$ cat config.mk
export PLATFORM = sky130hd
export DESIGN_NAME = disp_mux_scan_flat
export DESIGN_NICKNAME = d
export VERILOG_FILES = /design/src/rtl/disp_mux_scan_if.sv /design/src/rtl/disp_mux_scan.sv /design/src/flat_wrapper.sv
export SDC_FILE = /design/constraint.sdc
export NUM_CORES = 1
export LEC_CHECK = 0
export BUFFER_PORTS_ARGS = -buffer_cell sky130_fd_sc_hd__buf_4
export CORE_UTILIZATION = 58
export DETAILED_ROUTE_END_ITERATION = 10
export MAX_ROUTING_LAYER = met4
export PLACE_DENSITY_LB_ADDON = 0.15
export SLEW_MARGIN = 20
export SYNTH_ARGS = -nofsm -noshare
export SYNTH_HDL_FRONTEND = slang
export SYNTH_SLANG_ARGS = --single-unit
$ cat constraint.sdc
create_clock -name clk -period 3.44 [get_ports clk]
set_input_delay 0.688 -clock clk [delete_from_list [all_inputs] [get_ports clk]]
set_output_delay 0.688 -clock clk [all_outputs]
set_load 0.05 [all_outputs]
$ cat src/rtl/disp_mux_scan_if.sv
// Display scanner bus: digit load side (master drives) and pin side (slave drives).
interface disp_mux_scan_if #(
  parameter int NUM_DIGITS = 8
);
  logic                      load;
  logic [4*NUM_DIGITS-1:0]   digits;
  logic [NUM_DIGITS-1:0]     dp_in;
  logic [NUM_DIGITS-1:0]     blank_mask;
  logic [NUM_DIGITS-1:0]     blink_mask;
  logic [3:0]                brightness;
  logic [NUM_DIGITS-1:0]     an;
  logic [7:0]                sseg;
  logic                      frame_done;

  modport master (
    output load, digits, dp_in, blank_mask, blink_mask, brightness,
    input  an, sseg, frame_done
  );

  modport slave (
    input  load, digits, dp_in, blank_mask, blink_mask, brightness,
    output an, sseg, frame_done
  );
endinterface

$ cat src/rtl/disp_mux_scan.sv
// Multiplexed seven-segment scanner: double-buffered load, 16-level PWM, blank/blink, polarity.
// Optional macro LEADING_ZERO_BLANK_EN darkens leading zero digits (digit 0 always shown).
module disp_mux_scan #(
  parameter int NUM_DIGITS     = 8,
  parameter int PRESCALE_W     = 16,
  parameter int BLINK_W        = 6,
  parameter int AN_ACTIVE_LOW  = 1,
  parameter int SEG_ACTIVE_LOW = 1
) (
  input  logic clk,
  input  logic reset,
  disp_mux_scan_if.slave bus
);
  localparam int IDX_W = (NUM_DIGITS > 1) ? $clog2(NUM_DIGITS) : 1;
  localparam logic [IDX_W-1:0] LAST_IDX = IDX_W'(NUM_DIGITS - 1);
  localparam logic [NUM_DIGITS-1:0] AN_OFF = (AN_ACTIVE_LOW != 0) ? '1 : '0;
  localparam logic [7:0] SEG_OFF = (SEG_ACTIVE_LOW != 0) ? '1 : '0;

  logic [PRESCALE_W-1:0]       r_cnt;
  logic [IDX_W-1:0]            r_idx;
  logic [BLINK_W-1:0]          r_frame;
  logic                        r_pend_v;
  logic [NUM_DIGITS-1:0][3:0]  r_pend_dig;
  logic [NUM_DIGITS-1:0]       r_pend_dp, r_pend_blank, r_pend_blink;
  logic [NUM_DIGITS-1:0][3:0]  r_sh_dig;
  logic [NUM_DIGITS-1:0]       r_sh_dp, r_sh_blank, r_sh_blink;
  logic [NUM_DIGITS-1:0]       r_an;
  logic [7:0]                  r_sseg;
  logic                        r_fd;

  logic                        w_tick, w_wrap, w_pwm_on, w_vis, w_fd;
  logic [3:0]                  w_phase, w_nib;
  logic [NUM_DIGITS-1:0]       w_lz, w_an_raw, w_an;
  logic [7:0]                  w_seg_raw, w_seg;

  function automatic logic [6:0] glyph(input logic [3:0] v);
    case (v)
      4'h0: glyph = 7'b1111110;
      4'h1: glyph = 7'b0110000;
      4'h2: glyph = 7'b1101101;
      4'h3: glyph = 7'b1111001;
      4'h4: glyph = 7'b0110011;
      4'h5: glyph = 7'b1011011;
      4'h6: glyph = 7'b1011111;
      4'h7: glyph = 7'b1110000;
      4'h8: glyph = 7'b1111111;
      4'h9: glyph = 7'b1111011;
      4'hA: glyph = 7'b1110111;
      4'hB: glyph = 7'b0011111;
      4'hC: glyph = 7'b1001110;
      4'hD: glyph = 7'b0111101;
      4'hE: glyph = 7'b1001111;
      default: glyph = 7'b1000111;
    endcase
  endfunction

  assign w_tick   = &r_cnt;
  assign w_wrap   = w_tick && (r_idx == LAST_IDX);
  assign w_phase  = r_cnt[PRESCALE_W-1 -: 4];
  assign w_pwm_on = (w_phase <= bus.brightness);
  assign w_nib    = r_sh_dig[r_idx];
  assign w_fd     = (r_idx == '0) && (r_cnt == '0);

  // Suppression runs from the top digit down and stops at the first nonzero nibble.
  always_comb begin
    w_lz = '0;
`ifdef LEADING_ZERO_BLANK_EN
    begin
      logic v_run;
      v_run = 1'b1;
      for (int unsigned k = NUM_DIGITS - 1; k >= 1; k--) begin
        v_run   = v_run & (r_sh_dig[k] == 4'h0);
        w_lz[k] = v_run;
      end
    end
`endif
  end

  always_comb begin
    w_vis = !r_sh_blank[r_idx]
            && !(r_sh_blink[r_idx] && r_frame[BLINK_W-1])
            && w_pwm_on
            && !w_lz[r_idx];
    w_seg_raw = w_vis ? {r_sh_dp[r_idx], glyph(w_nib)} : 8'h00;
    w_an_raw  = '0;
    w_an_raw[r_idx] = 1'b1;
    w_an  = (AN_ACTIVE_LOW  != 0) ? ~w_an_raw  : w_an_raw;
    w_seg = (SEG_ACTIVE_LOW != 0) ? ~w_seg_raw : w_seg_raw;
  end

  always_ff @(posedge clk) begin
    if (reset) begin
      r_cnt        <= '0;
      r_idx        <= '0;
      r_frame      <= '0;
      r_pend_v     <= 1'b0;
      r_pend_dig   <= '0;
      r_pend_dp    <= '0;
      r_pend_blank <= '1;
      r_pend_blink <= '0;
      r_sh_dig     <= '0;
      r_sh_dp      <= '0;
      r_sh_blank   <= '1;
      r_sh_blink   <= '0;
      r_an         <= AN_OFF;
      r_sseg       <= SEG_OFF;
      r_fd         <= 1'b0;
    end else begin
      r_cnt  <= r_cnt + 1'b1;
      r_an   <= w_an;
      r_sseg <= w_seg;
      r_fd   <= w_fd;
      if (w_tick)
        r_idx <= (r_idx == LAST_IDX) ? '0 : r_idx + 1'b1;
      if (w_wrap)
        r_frame <= r_frame + 1'b1;

      // A load coinciding with the wrap bypasses the pending buffer.
      if (w_wrap) begin
        if (bus.load) begin
          r_sh_dig   <= bus.digits;
          r_sh_dp    <= bus.dp_in;
          r_sh_blank <= bus.blank_mask;
          r_sh_blink <= bus.blink_mask;
        end else if (r_pend_v) begin
          r_sh_dig   <= r_pend_dig;
          r_sh_dp    <= r_pend_dp;
          r_sh_blank <= r_pend_blank;
          r_sh_blink <= r_pend_blink;
        end
        r_pend_v <= 1'b0;
      end else if (bus.load) begin
        r_pend_dig   <= bus.digits;
        r_pend_dp    <= bus.dp_in;
        r_pend_blank <= bus.blank_mask;
        r_pend_blink <= bus.blink_mask;
        r_pend_v     <= 1'b1;
      end
    end
  end

  assign bus.an         = r_an;
  assign bus.sseg       = r_sseg;
  assign bus.frame_done = r_fd;
endmodule

$ cat src/flat_wrapper.sv
// flat-port wrapper written by rule: the top's interface ports become plain ports
module disp_mux_scan_flat 
#(
  parameter int NUM_DIGITS     = 8,
  parameter int PRESCALE_W     = 16,
  parameter int BLINK_W        = 6,
  parameter int AN_ACTIVE_LOW  = 1,
  parameter int SEG_ACTIVE_LOW = 1
)
  (clk, reset, bus_load, bus_digits, bus_dp_in, bus_blank_mask, bus_blink_mask, bus_brightness, bus_an, bus_sseg, bus_frame_done);
  disp_mux_scan_if #(.NUM_DIGITS(NUM_DIGITS)) bus_i ();
  input  logic clk;
  input  logic reset;
  input wire logic [$bits(bus_i.load)-1:0] bus_load;
  input wire logic [$bits(bus_i.digits)-1:0] bus_digits;
  input wire logic [$bits(bus_i.dp_in)-1:0] bus_dp_in;
  input wire logic [$bits(bus_i.blank_mask)-1:0] bus_blank_mask;
  input wire logic [$bits(bus_i.blink_mask)-1:0] bus_blink_mask;
  input wire logic [$bits(bus_i.brightness)-1:0] bus_brightness;
  output wire logic [$bits(bus_i.an)-1:0] bus_an;
  output wire logic [$bits(bus_i.sseg)-1:0] bus_sseg;
  output wire logic [$bits(bus_i.frame_done)-1:0] bus_frame_done;
  assign bus_i.load = bus_load;
  assign bus_i.digits = bus_digits;
  assign bus_i.dp_in = bus_dp_in;
  assign bus_i.blank_mask = bus_blank_mask;
  assign bus_i.blink_mask = bus_blink_mask;
  assign bus_i.brightness = bus_brightness;
  assign bus_an = bus_i.an;
  assign bus_sseg = bus_i.sseg;
  assign bus_frame_done = bus_i.frame_done;
  disp_mux_scan #(.NUM_DIGITS(NUM_DIGITS), .PRESCALE_W(PRESCALE_W), .BLINK_W(BLINK_W), .AN_ACTIVE_LOW(AN_ACTIVE_LOW), .SEG_ACTIVE_LOW(SEG_ACTIVE_LOW)) u_core (.clk(clk), .reset(reset), .bus(bus_i));
endmodule
Word level (Yosys, flattened, before mapping)
Memory sizes are Yosys's and may differ from the RTL's. A register that Yosys moved wholly into a read port is not among the register bits.
Index checks and enable logic that the tools add are counted.
Widths: inputs -> output; s select.
- add/subtract/negate cells: 3
- $lt $le $gt $ge: 3
- equal/unequal tests: 1
- multiplexer cells: 23
- bitwise operators: 3
- reduce and logical (&&, ||, !) cells: 17
- operator list (kind ; count):
    $mux 32 ; 2
    $mux 8 ; 7
    $add 16x1->16 const B ; 1
    $logic_not 16->1 ; 1
    $not 8->8 ; 2
    $reduce_and 16->1 ; 1
    $bmux 4 s3 ; 1
    $bmux 1 s3 ; 3
    $mux 3 ; 3
    $logic_and 1x1->1 ; 7
    $add 6x1->6 const B ; 1
    $mux 1 ; 5
    $le 4x4->1 ; 1
    $lt 3x4->1 const B ; 1
    $mux 4 ; 1
    $reduce_and 2->1 ; 2
    $add 3x1->3 const B ; 1
    $demux 1 s3 ; 1
    $eq 3x3->1 const B ; 1
    $ge 3x1->1 const B ; 1
    $logic_not 1->1 ; 3
    $logic_not 3->1 ; 1
    $reduce_bool 2->1 ; 1
    $reduce_or 2->1 ; 1
    $not 1->1 ; 1
- register bits: 155
- memory bits (read-only): 120
- word-level logic and storage cells: 81
- memories kept: 2
- memories (memory ; words ; bits a word ; read ports ; clocked after Yosys merged registers in ; wr ports ; RTL line ; text):
    (no name shown) ; 16 ; 7 ; 1 ; 0 ; 0 ; disp_mux_scan.sv:37 ; case (v)
    (no name shown) ; 8 ; 1 ; 1 ; 1 ; 0 ; disp_mux_scan.sv:83 ; && !w_lz[r_idx];

Longest topological paths before layout
- depth in word-level cells: 9
- mapped depth: 11
- mapped depth without buffers: 9

Worst setup path after synthesis
OpenSTA, ideal clock, no wires.
- path type: reg2reg
- start point: reg u_core.r_idx[0]
- end point: reg u_core.r_sseg[6], in the netlist u_core.bus.sseg[6]
- setup time: 0.114 ns
- data arrival time: 2.440 ns
- required time: 3.326 ns
- path slack: 0.886 ns
- stages on the path, launching flop included: 10
- cell sequence: dfxtp_1 buf_6 buf_2 mux2i_1 nor2_1 a211oi_1 inv_1 ha_1 or3_1 a21o_1
- longest elaborated chain between the ends: 9
- elaborated cells between the ends (all ways): 15
- ends and longest elaborated chain (item ; RTL line ; text):
    start, declared ; disp_mux_scan.sv:20 ; logic [IDX_W-1:0] r_idx;
    start signal, assigned ; disp_mux_scan.sv:114 ; r_idx <= (r_idx == LAST_IDX) ? '0 : r_idx + 1'b1;
    parallel branches: the longest is 7 deep, another holds $mem_v2 16x7 ; n/a ;
    $mux 8 * ; disp_mux_scan.sv:84 ; w_seg_raw = w_vis ? {r_sh_dp[r_idx], glyph(w_nib)} : 8'h00;
    $not 8->8 * ; disp_mux_scan.sv:88 ; w_seg = (SEG_ACTIVE_LOW != 0) ? ~w_seg_raw : w_seg_raw;
    end signal, assigned ; disp_mux_scan.sv:111 ; r_sseg <= w_seg;
    end, declared ; disp_mux_scan.sv:28 ; logic [7:0] r_sseg;
Mark *: on every way between the ends. The select of a mux whose other input is x is not followed.
A chain may end at the register's enable or synchronous reset.

Final worst setup path
- start point: reg u_core.r_idx[0]
- end point: reg u_core.r_sseg[1], in the netlist u_core.bus.sseg[1]
Same word-level chain as after synthesis.

==> results.txt <==
----------------------------------------------------
[Clocking]
  Latest clock arrival within the worst-skew pair ... between 400 and 500 ps
  CTS tree ... yes
  CTS Buffer Depth ... 2
  H-Tree Depth ... 4
  Post-CTS resize count ... 0
  CTS Root Buffer Type ... sky130_fd_sc_hd__clkbuf_16
  Hold-fix buffers at CTS ... 0
  Number of buffers created by CTS ... 17
  Number of setup buffers added after CTS ... 0
  # clock sinks ... 155
  CTS clock-pin slew for the worst setup and hold paths ... 60 ps

[Global route]
  Number of global-route vias before repair ... 5148
  Grt ovf ... 0
  Wire length of the first global-routing pass ... 24300 um
  Maximum number of pins on one net before global-route repair ... 97
  Global router's overall resource usage ... 25.3%
  Number of antenna violations at the first check in global routing ... 0

[Timing]
  Number of setup violations in the final report ... 0
  Total count of max-transition violations in the final report ... 0
  Worst setup skew after layout ... about 6.6 ps
  Setup repair after global routing missed its margin ... no
  Post-route setup slack ... 543 ps
  Fmax achieved ... 345 MHz
  Slew headroom ... 34.6%
  Final critical-path share of the clock period ... 84.2%
  Pin slew with the least headroom to its limit ... 981 ps
  Final worst path period need ... a little under 3000 ps
  Count of endpoints failing hold in the final timing report ... 0
  Setup TNS ... 0 ps

[Place]
  Detailed-placement wirelength estimate ... between 9000 and 10000 um
  Pre-CTS WS ... 600 ps
  Cell area after placement ... 7460 um2
  Gpl congestion ... 0.824
  Count of port buffers added during placement ... just under 80

[Logic synthesis]
  Yosys Warn Count ... 0
  Syn_area_per_cell ... 9.09 um2
  Mapped Area ... ~6800 um2
  Main area contributors after synthesis ... sky130_fd_sc_hd__dfxtp_1, sky130_fd_sc_hd__mux2i_1, sky130_fd_sc_hd__nand2_1
  Fraction of synthesized cell area taken by the top area cell type ... between 40% and 50%
  Number of enable-type register cells in the synthesized netlist ... 0
  Unique masters post-synth ... 40
  Count of mapped cells out of synthesis ... 752
  Mapped Nets ... 831
  Library cell with the largest summed area after synthesis ... sky130_fd_sc_hd__dfxtp_1
  Post-synthesis sequential element count ... 155
  Leading cell type by number of instances after synthesis ... sky130_fd_sc_hd__dfxtp_1
  Async set-or-reset flop fraction in the synthesized netlist ... 0%
  Dominant synthesized flop cell ... sky130_fd_sc_hd__dfxtp_1
  Commonest cells in the synthesized netlist ... sky130_fd_sc_hd__dfxtp_1, sky130_fd_sc_hd__nand2_1, sky130_fd_sc_hd__nor2_1, sky130_fd_sc_hd__mux2i_1, sky130_fd_sc_hd__a21oi_1
  Share of synthesized area occupied by flip-flops and latches ... 45.4%

[Floorplanning]
  Ports ... 80
  Die X-Extent ... 111 um
  Overall die area ... 12200 um2
  Num rows ... 39
  Core footprint ... 11500 um2
  Effective utilization at floorplan ... 59.6%
  Vertical extent of the die ... roughly 110 um

[Detailed routing]
  Per-cell via count in the routed design ... 5.60
  DRC Markers ... 0
  Overall routed net length ... about 14000 um
  Post-route antenna net violation count ... 0
  Via count ... 5371
  Pre-Repair DR Iteration Count ... 7
  DRC marker count from the first detailed-route iteration ... approximately 350
  Post-detailed-route wirelength per cell ... 14.9 um

[Final layout]
  Inserted Diodes ... 0
  Layout cells sized above 1 ... 15.4%
  Fillers ... 904
  Summed area of non-filler cells in the final layout ... 8050 um2
  Post-layout util ... between 70% and 80%
  Nets ... 882
  Area Overhead vs Synth ... 17.7%

[Worst setup path]
  Largest stage delay on the critical path ... 900 ps
  Type of element capturing the critical path ... flip-flop
  Endpoint arrival time on the critical path ... 3200 ps
  Highest fanout seen on the critical path ... 19
  Data required time of the critical path ... 3750 ps
  CP Class ... flip-flop to flip-flop
  Ordered list of cells on the worst path ... mux4_1, mux2i_1, buf_4, inv_1, ha_1, inv_1, mux2i_1, nor2b_1, a211o_1
  Kind of start point of the critical path ... flip-flop
  Critical-path cell with the highest stage delay ... sky130_fd_sc_hd__dfxtp_1

[Min path]
  Kind of path behind the tightest hold check ... flip-flop to flip-flop

[Power and ir drop]
  Leakage ... about 3.3 nW
  Overall power consumption ... 3.94 mW
  Power density normalized to cell area ... 489 nW/um2
  Maximum ir drop on the vdd rail ... 0.366 mV

[Run status]
  Status ... complete, no violations

[Run]
  Reported max-cap violation count ... 0

----------------------------------------------------
[layout by cell type, fill, tap and decap left out, types with 8 or more instances in the layout]
cell type,count
sky130_fd_sc_hd__nand3b_1,8
sky130_fd_sc_hd__nor2_1,85
sky130_fd_sc_hd__nand4_1,9
sky130_fd_sc_hd__inv_1,16
sky130_fd_sc_hd__mux2i_1,64
sky130_fd_sc_hd__nand3_1,10
sky130_fd_sc_hd__buf_4,90
sky130_fd_sc_hd__dfxtp_1,155
sky130_fd_sc_hd__a21oi_1,55
sky130_fd_sc_hd__mux4_1,10
sky130_fd_sc_hd__xor2_1,11
sky130_fd_sc_hd__clkbuf_16,17
sky130_fd_sc_hd__a211o_1,12
sky130_fd_sc_hd__ha_1,16
sky130_fd_sc_hd__a211oi_1,51
sky130_fd_sc_hd__nand2_1,134
[routing by layer]
| layer | GRT usage (%) | vias up | routed length, um |
|---|---|---|---|
| met2 | 40.2 | 130 | 6850 |
| met1 | 32.5 | 2495 | 6630 |
| met4 | 8.62 | 0 | 189 |
| met3 | 4.94 | 16 | 631 |
| met5 | - | - | 0 |
| li1 | - | 2730 | - |
[cells by family after synthesis]
| kind of cell | synth area share [%] |
|---|---|
| buf+inv | 4.57 |
| simple gates | 18.0 |
| compound gates | 12.8 |
| mux | 14.2 |
| xor+xnor | 2.18 |
| flops | 45.4 |
| fa+ha+maj | 2.93 |
[final cells by class]
class                           instances  area, um2  area share (%)
Clock buffer                           24        492            6.11
Multi-Input combinational cell        523       3450            42.9
Clock inverter                          8       90.1            1.12
Inverter                               16       60.1           0.746
Timing Repair Buffer                   90        676            8.39
Tap cell                              143        179            2.22
Sequential cell                       155       3100            38.6
[power breakdown]
| part | internal [mW] | switching, mW | total, mW |
|---|---|---|---|
| Clock | 1.14 | 0.681 | 1.82 |
| Sequential | 1.84 | 0.0228 | 1.86 |
| Combinational | 0.115 | 0.142 | 0.256 |
[state kept, by name (all words and copies together), names as in the netlist]
name and cells:
u_core.bus.an 8, u_core.bus.frame_done 1, u_core.bus.sseg 8, u_core.r_cnt 16, u_core.r_frame 6, u_core.r_idx 3
u_core.r_pend_blank 8, u_core.r_pend_blink 8, u_core.r_pend_dig 32, u_core.r_pend_dp 8, u_core.r_pend_v 1, u_core.r_sh_blank 8
u_core.r_sh_blink 8, u_core.r_sh_dig 32, u_core.r_sh_dp 8
[worst paths after layout]
kind | from | to | slack [ps] | cells after the start
worst max-delay path | u_core.r_idx[0]$_SDFFE_PP0P_ | u_core.bus.sseg[1]$_SDFF_PP1_ | 540 | 9
worst min-delay path | u_core.r_pend_dp[5]$_SDFFE_PP0P_ | u_core.r_pend_dp[5]$_SDFFE_PP0P_ | 450 | 2
worst max register to register | u_core.r_idx[0]$_SDFFE_PP0P_ | u_core.bus.sseg[1]$_SDFF_PP1_ | 540 | 9
worst min register to register | u_core.r_pend_dp[5]$_SDFFE_PP0P_ | u_core.r_pend_dp[5]$_SDFFE_PP0P_ | 450 | 2
[critical path: cells and delay by family (launching register included)]
kind,cells,cell delay (ps)
and+or+nand+nor,1,140
muxes,3,900
AOI/OAI and AO/OA,1,270
buffers and inverters,3,350
DFF,1,900
adders and majority gates,1,220
[through the flow]
stage,hold WS [ps],std cells
2_1_floorplan,427,752
3_5_place_dp,446,927
5_1_grt,470,959
3_3_place_gp,440,927
4_1_cts,454,959
6_report,453,959
Note: power is estimated with default switching activity, not from simulation.
